[src/rtl/mem_ctrl_pkg.sv]
// Shared types and MEM control-field encodings for the data-memory sequencer.
package mem_ctrl_pkg;

  typedef enum logic [1:0] {
    IDLE = 2'd0,
    REQ  = 2'd1,
    DONE = 2'd2,
    ERR  = 2'd3
  } mem_state_e;

  localparam int unsigned MEM_EN_BIT = 1;
  localparam int unsigned MEM_WR_BIT = 0;

  localparam logic [1:0] MEM_CTRL_STORE = 2'b11;
  localparam logic [1:0] MEM_CTRL_LOAD  = 2'b10;
  localparam logic [1:0] MEM_CTRL_NONE  = 2'b00;

  // A MEM-stage instruction needs the port only when it is valid and enabled.
  function automatic logic mem_is_access(input logic valid, input logic [1:0] ctrl);
    return valid & ctrl[MEM_EN_BIT];
  endfunction

endpackage

[src/rtl/mem_timeout_cnt.sv]
// Cycle counter for an outstanding request; expire is high in the last allowed cycle.
module mem_timeout_cnt #(
  parameter int TO_W    = 4,
  parameter int TIMEOUT = 15
) (
  input  logic clk,
  input  logic rst_n,
  input  logic clr,
  input  logic en,
  output logic expire
);

  localparam logic [TO_W-1:0] LAST = TO_W'(TIMEOUT - 1);

  logic [TO_W-1:0] cnt;

  always_ff @(posedge clk or negedge rst_n) begin
    if (!rst_n) begin
      cnt <= '0;
    end else if (clr) begin
      cnt <= '0;
    end else if (en) begin
      cnt <= cnt + 1'b1;
    end
  end

  assign expire = (cnt == LAST);

endmodule

[src/rtl/mem_access_ctrl.sv]
// MEM-stage data-memory sequencer: issues one req/ack access per instruction,
// stalls the pipeline meanwhile and aborts with a sticky error on timeout.
module mem_access_ctrl
  import mem_ctrl_pkg::*;
#(
  parameter int ADDR_W  = 32,
  parameter int DATA_W  = 32,
  parameter int TIMEOUT = 15,
  parameter int TO_W    = 4
) (
  input  logic              clk,
  input  logic              rst_n,
  input  logic              valid_m,
  input  logic [1:0]        mem_ctrl_m,
  input  logic [ADDR_W-1:0] addr_m,
  input  logic [DATA_W-1:0] wdata_m,
  output logic              dmem_req,
  output logic              dmem_we,
  output logic [ADDR_W-1:0] dmem_addr,
  output logic [DATA_W-1:0] dmem_wdata,
  input  logic              dmem_ack,
  input  logic [DATA_W-1:0] dmem_rdata,
  output logic              stall_o,
  output logic [DATA_W-1:0] rdata_o,
  output logic              rdata_valid_o,
  output logic              err_o,
  input  logic              clear_err_i
);

  mem_state_e state, state_nx;
  logic       start;
  logic       launch;
  logic       cnt_en;
  logic       expire;
  logic       acc_done;
  logic       acc_tmo;

  assign start = mem_is_access(valid_m, mem_ctrl_m);

  mem_timeout_cnt #(
    .TO_W    (TO_W),
    .TIMEOUT (TIMEOUT)
  ) u_timeout_cnt (
    .clk    (clk),
    .rst_n  (rst_n),
    .clr    (launch),
    .en     (cnt_en),
    .expire (expire)
  );

  always_comb begin
    state_nx = state;
    stall_o  = 1'b0;
    launch   = 1'b0;
    cnt_en   = 1'b0;
    acc_done = 1'b0;
    acc_tmo  = 1'b0;
    unique case (state)
      IDLE: begin
        stall_o = start;
        if (start) begin
          launch   = 1'b1;
          state_nx = REQ;
        end
      end
      REQ: begin
        stall_o = 1'b1;
        cnt_en  = 1'b1;
        // ack takes priority over an expiring counter in the same cycle
        if (dmem_ack) begin
          acc_done = 1'b1;
          state_nx = DONE;
        end else if (expire) begin
          acc_tmo  = 1'b1;
          state_nx = ERR;
        end
      end
      DONE:    state_nx = IDLE;
      ERR:     state_nx = IDLE;
      default: state_nx = IDLE;
    endcase
  end

  always_ff @(posedge clk or negedge rst_n) begin
    if (!rst_n) begin
      state <= IDLE;
    end else begin
      state <= state_nx;
    end
  end

  always_ff @(posedge clk or negedge rst_n) begin
    if (!rst_n) begin
      dmem_req      <= 1'b0;
      dmem_we       <= 1'b0;
      dmem_addr     <= '0;
      dmem_wdata    <= '0;
      rdata_o       <= '0;
      rdata_valid_o <= 1'b0;
      err_o         <= 1'b0;
    end else begin
      dmem_req      <= (state_nx == REQ);
      rdata_valid_o <= acc_done | acc_tmo;

      if (launch) begin
        dmem_we    <= mem_ctrl_m[MEM_WR_BIT];
        dmem_addr  <= addr_m;
        dmem_wdata <= wdata_m;
      end

      // Load data and the aborted-access zero are both written on the edge into
      // DONE/ERR so rdata_o is already settled while rdata_valid_o is high.
      if (acc_done && !dmem_we) begin
        rdata_o <= dmem_rdata;
      end else if (acc_tmo) begin
        rdata_o <= '0;
      end

      if (acc_tmo) begin
        err_o <= 1'b1;
      end else if (clear_err_i) begin
        err_o <= 1'b0;
      end
    end
  end

endmodule
[config.mk]
export PLATFORM = sky130hd
export DESIGN_NAME = mem_access_ctrl
export DESIGN_NICKNAME = d
export VERILOG_FILES = /design/src/rtl/mem_ctrl_pkg.sv /design/src/rtl/mem_timeout_cnt.sv /design/src/rtl/mem_access_ctrl.sv
export SDC_FILE = /design/constraint.sdc
export NUM_CORES = 1
export LEC_CHECK = 0
export ABC_AREA = 1
export CAP_MARGIN = 10
export CORE_MARGIN = 2
export CORE_UTILIZATION = 37
export CTS_CLUSTER_SIZE = 16
export DETAILED_ROUTE_END_ITERATION = 10
export GPL_ROUTABILITY_DRIVEN = 0
export PLACE_DENSITY_LB_ADDON = 0.08
export RECOVER_POWER = 100
export SLEW_MARGIN = 20
export SYNTH_ARGS = -nofsm -noshare
export SYNTH_HDL_FRONTEND = slang
export SYNTH_SLANG_ARGS = --single-unit
[constraint.sdc]
create_clock -name clk -period 1.4 [get_ports clk]
set_clock_uncertainty 0.15 [all_clocks]
set_input_delay 0.35 -clock clk [delete_from_list [all_inputs] [get_ports clk]]
set_output_delay 0.35 -clock clk [all_outputs]
set_load 0.02 [all_outputs]
==> flow_metrics.tcl <==
set metrics [dict create \
    ant_nets 0 \
    crit_path_max_incr_delay_ns 0.43 \
    drive_gt1_frac 0.337 \
    crit_buf_inv 1 \
    path_common_cell "nand2_2" \
    p_per_area_nw_per_um2 1720 \
    critPathLaunchType "flip-flop" \
    clk_pin_slew_worst_paths_ns 0.07 \
    syn_to_final_growth_pct 78.8 \
    dieArea_um2 12400 \
    syn_area_per_cell_um2 9.13 \
    critPathSlowestCell "dfrtp_1" \
    seq_power_share 0.360 \
    synth-seq-cells 106 \
    path_class "flip-flop to output port" \
    syn-cell-area_um2 4270 \
    internal_power_uw 8460 \
    dr.pass1.iters 4 \
    die_w_um 111 \
    rr_worst_depth 8 \
    status "finished, violations left" \
    holdPathEnd "dmem_wdata[27]" \
    cp_data_arrival_time_ns 1.19 \
    violations "setup timing" \
    clkSinkCount 106 \
    drt_wl_total_mm 14.5 \
    dp_hpwl_mm 8.02 \
    vias_per_cell 4.88 \
    antenna_cells 0 \
    synth_fp_nets 573 \
    crit_chain "nor2_4 -> nand2_2 -> nand2_2 -> buf_6" \
    via_count 4279 \
    endpoint_kind "output port" \
    switchingPower_uw 4720 \
    fin_crit_ns 1.69 \
    fill_cells 944 \
    final_cell_mix "nand2_1 (196), dfrtp_1 (106), clkdlybuf4s50_1 (99)" \
    coreArea_um2 11300 \
    finish.utilization 0.675 \
    worstSkewPairLatency_ns 0.34 \
    htree_levels 3 \
    ys_seq_area_frac 0.621 \
    grt-ovfl-total 0 \
    min_path_cells 2 \
    setup_ws_ns -0.287 \
    start_util 0.377 \
    layout_commonest_cell "nand2_1" \
    root_buffer "clkbuf_16" \
    cts_buffer_depth 2 \
    tightest_slew_ns 0.705 \
    antenna_found_initial 0 \
    crit_family "flip-flops" \
    final-seq-area_um2 2650 \
    die_h_um 111 \
    first_iter_violations 215 \
    r2r-start "state[0]" \
    wl_per_cell_um 16.5 \
    synth.distinct_cells 21 \
    min_path_type "flip-flop to flip-flop" \
    max_cap_violations 0 \
    cts_tree "done" \
    drc 0 \
    synth_cells 468 \
    fmax_ghz 0.593 \
    max_slew_margin 0.530 \
    whs_ns 0.314 \
    r2r-end "rdata_o[24]" \
    ys_warn_count 0 \
    rows 39 \
    worstSetupStartpoint "state[1]" \
    port_buffers 203 \
    slew_violations 0 \
    hold_viol 0 \
    cts_made_buffers 9 \
    hold_start "dmem_wdata[27]" \
    power_uw 13200 \
    setup_viol 160 \
    multiInputGateArea_um2 1780 \
    peakVddDrop_v 0.00116 \
    switching_share 0.358 \
    rrSetupSlack_ns -0.14 \
    grt_max_degree 71 \
    ios 204 \
    clkPwrFrac 0.194 \
    grt_pass1_wl_mm 19.9 \
    grt.total_usage 0.197 \
    required_ns 0.90 \
    leakage_uw 0.00387 \
    p_comb_frac 0.446 \
    grt_pass1_vias 3916 \
    rsz0062_at_grt "true" \
    min_period_over_period 1.20 \
    nNetsFinal 834 \
    crit_path_max_fanout 3 \
]
[synth_stat cells, drive strengths merged]
cell / n / area share
o21ai: 5 / 0.0059
inv: 8 / 0.0070
ha: 2 / 0.0059
clkinv: 1 / 0.0012
nand4: 1 / 0.0015
dfrtp: 106 / 0.62
xnor2: 1 / 0.0021
nor2: 5 / 0.0067
buf: 24 / 0.037
clkbuf: 6 / 0.0053
nand3: 102 / 0.12
a21oi: 1 / 0.0012
nand2: 206 / 0.19
[registers in the layout (all words and copies together), names as in the netlist]
register,count
u_timeout_cnt.cnt,4
dmem_wdata,32
rdata_o,32
dmem_addr,32
rdata_valid_o,1
state,2
err_o,1
dmem_req,1
dmem_we,1
[logic make-up (layout without fill, tap and decap cells)]
family                   count (synthesis)  after routing  synth area share
AO/OA/AOI/OAI                            6              6           0.00703
AND/OR/NAND/NOR                        314            321             0.314
XOR/XNOR                                 1              1           0.00205
adder cells (fa/ha/maj)                  2              2           0.00586
buffers and inverters                   39            298            0.0501
flip-flops                             106            106             0.621
[how the worst max path moves through the flow]
stage                   to  slack (ns)  depth (start not counted)
5_1_grt            stall_o       -0.33                          4
6_report           stall_o       -0.29                          4
4_1_cts            stall_o       -0.29                          4
3_3_place_gp       stall_o       -0.84                          6
2_1_floorplan  rdata_o[10]      -0.007                          8
3_5_place_dp       stall_o       -0.83                          6
[metal layers]
metal	up-vias	track usage	share of wire
met1	2083	0.256	0.42
met2	143	0.320	0.49
li1	2029	-	-
met4	0	0.0807	0.025
met3	24	0.0490	0.064
met5	-	0	0
[power by group through the flow]
| stage | clock network, uW | registers [uW] | logic, uW |
|---|---|---|---|
| 3_5_place_dp | 0 | 4630 | 5070 |
| 2_1_floorplan | 0 | 5800 | 1090 |
| 3_3_place_gp | 0 | 4590 | 5010 |
| 4_1_cts | 2570 | 4580 | 4380 |
| 5_1_grt | 2700 | 4840 | 6250 |
| 6_report | 2550 | 4740 | 5880 |
[per-stage QoR]
step	setup TNS (ns)	instance area (um^2)	worst slack (ns)	cells
finish	-8.97	7640	-0.287	877
detailed placement	-57.83	6550	-0.829	809
global placement	-56.40	6550	-0.836	809
floorplan	-0.150	4270	-0.00748	468
global route	-27.34	7640	-0.327	877
CTS	-16.28	6590	-0.292	835
[worst min-delay path, stage by stage (launching register included)]
cell and delay [ns]:
dfrtp_1 0.34, nand2_1 0.05, nand2_1 0.05
[what timing repair did]
item | 4_1_cts | 5_1_grt
hold buffers | 1 | 0
setup buffers | 6 | 33
gates resized for setup | 445 | 186
gates cloned | 3 | 9
hold endpoints to repair | 106 | 0
setup endpoints to repair | 206 | 181
pin swaps | 5 | 14
[area by class of cell]
type	count	area share
Timing Repair Buffer	273	0.352
Sequential cell	106	0.347
Multi-Input combinational cell	330	0.233
Clock buffer	15	0.0390
Tap cell	143	0.0234
Inverter	9	0.00508
Clock inverter	1	0.000655
(Power assumes the default switching activity.)
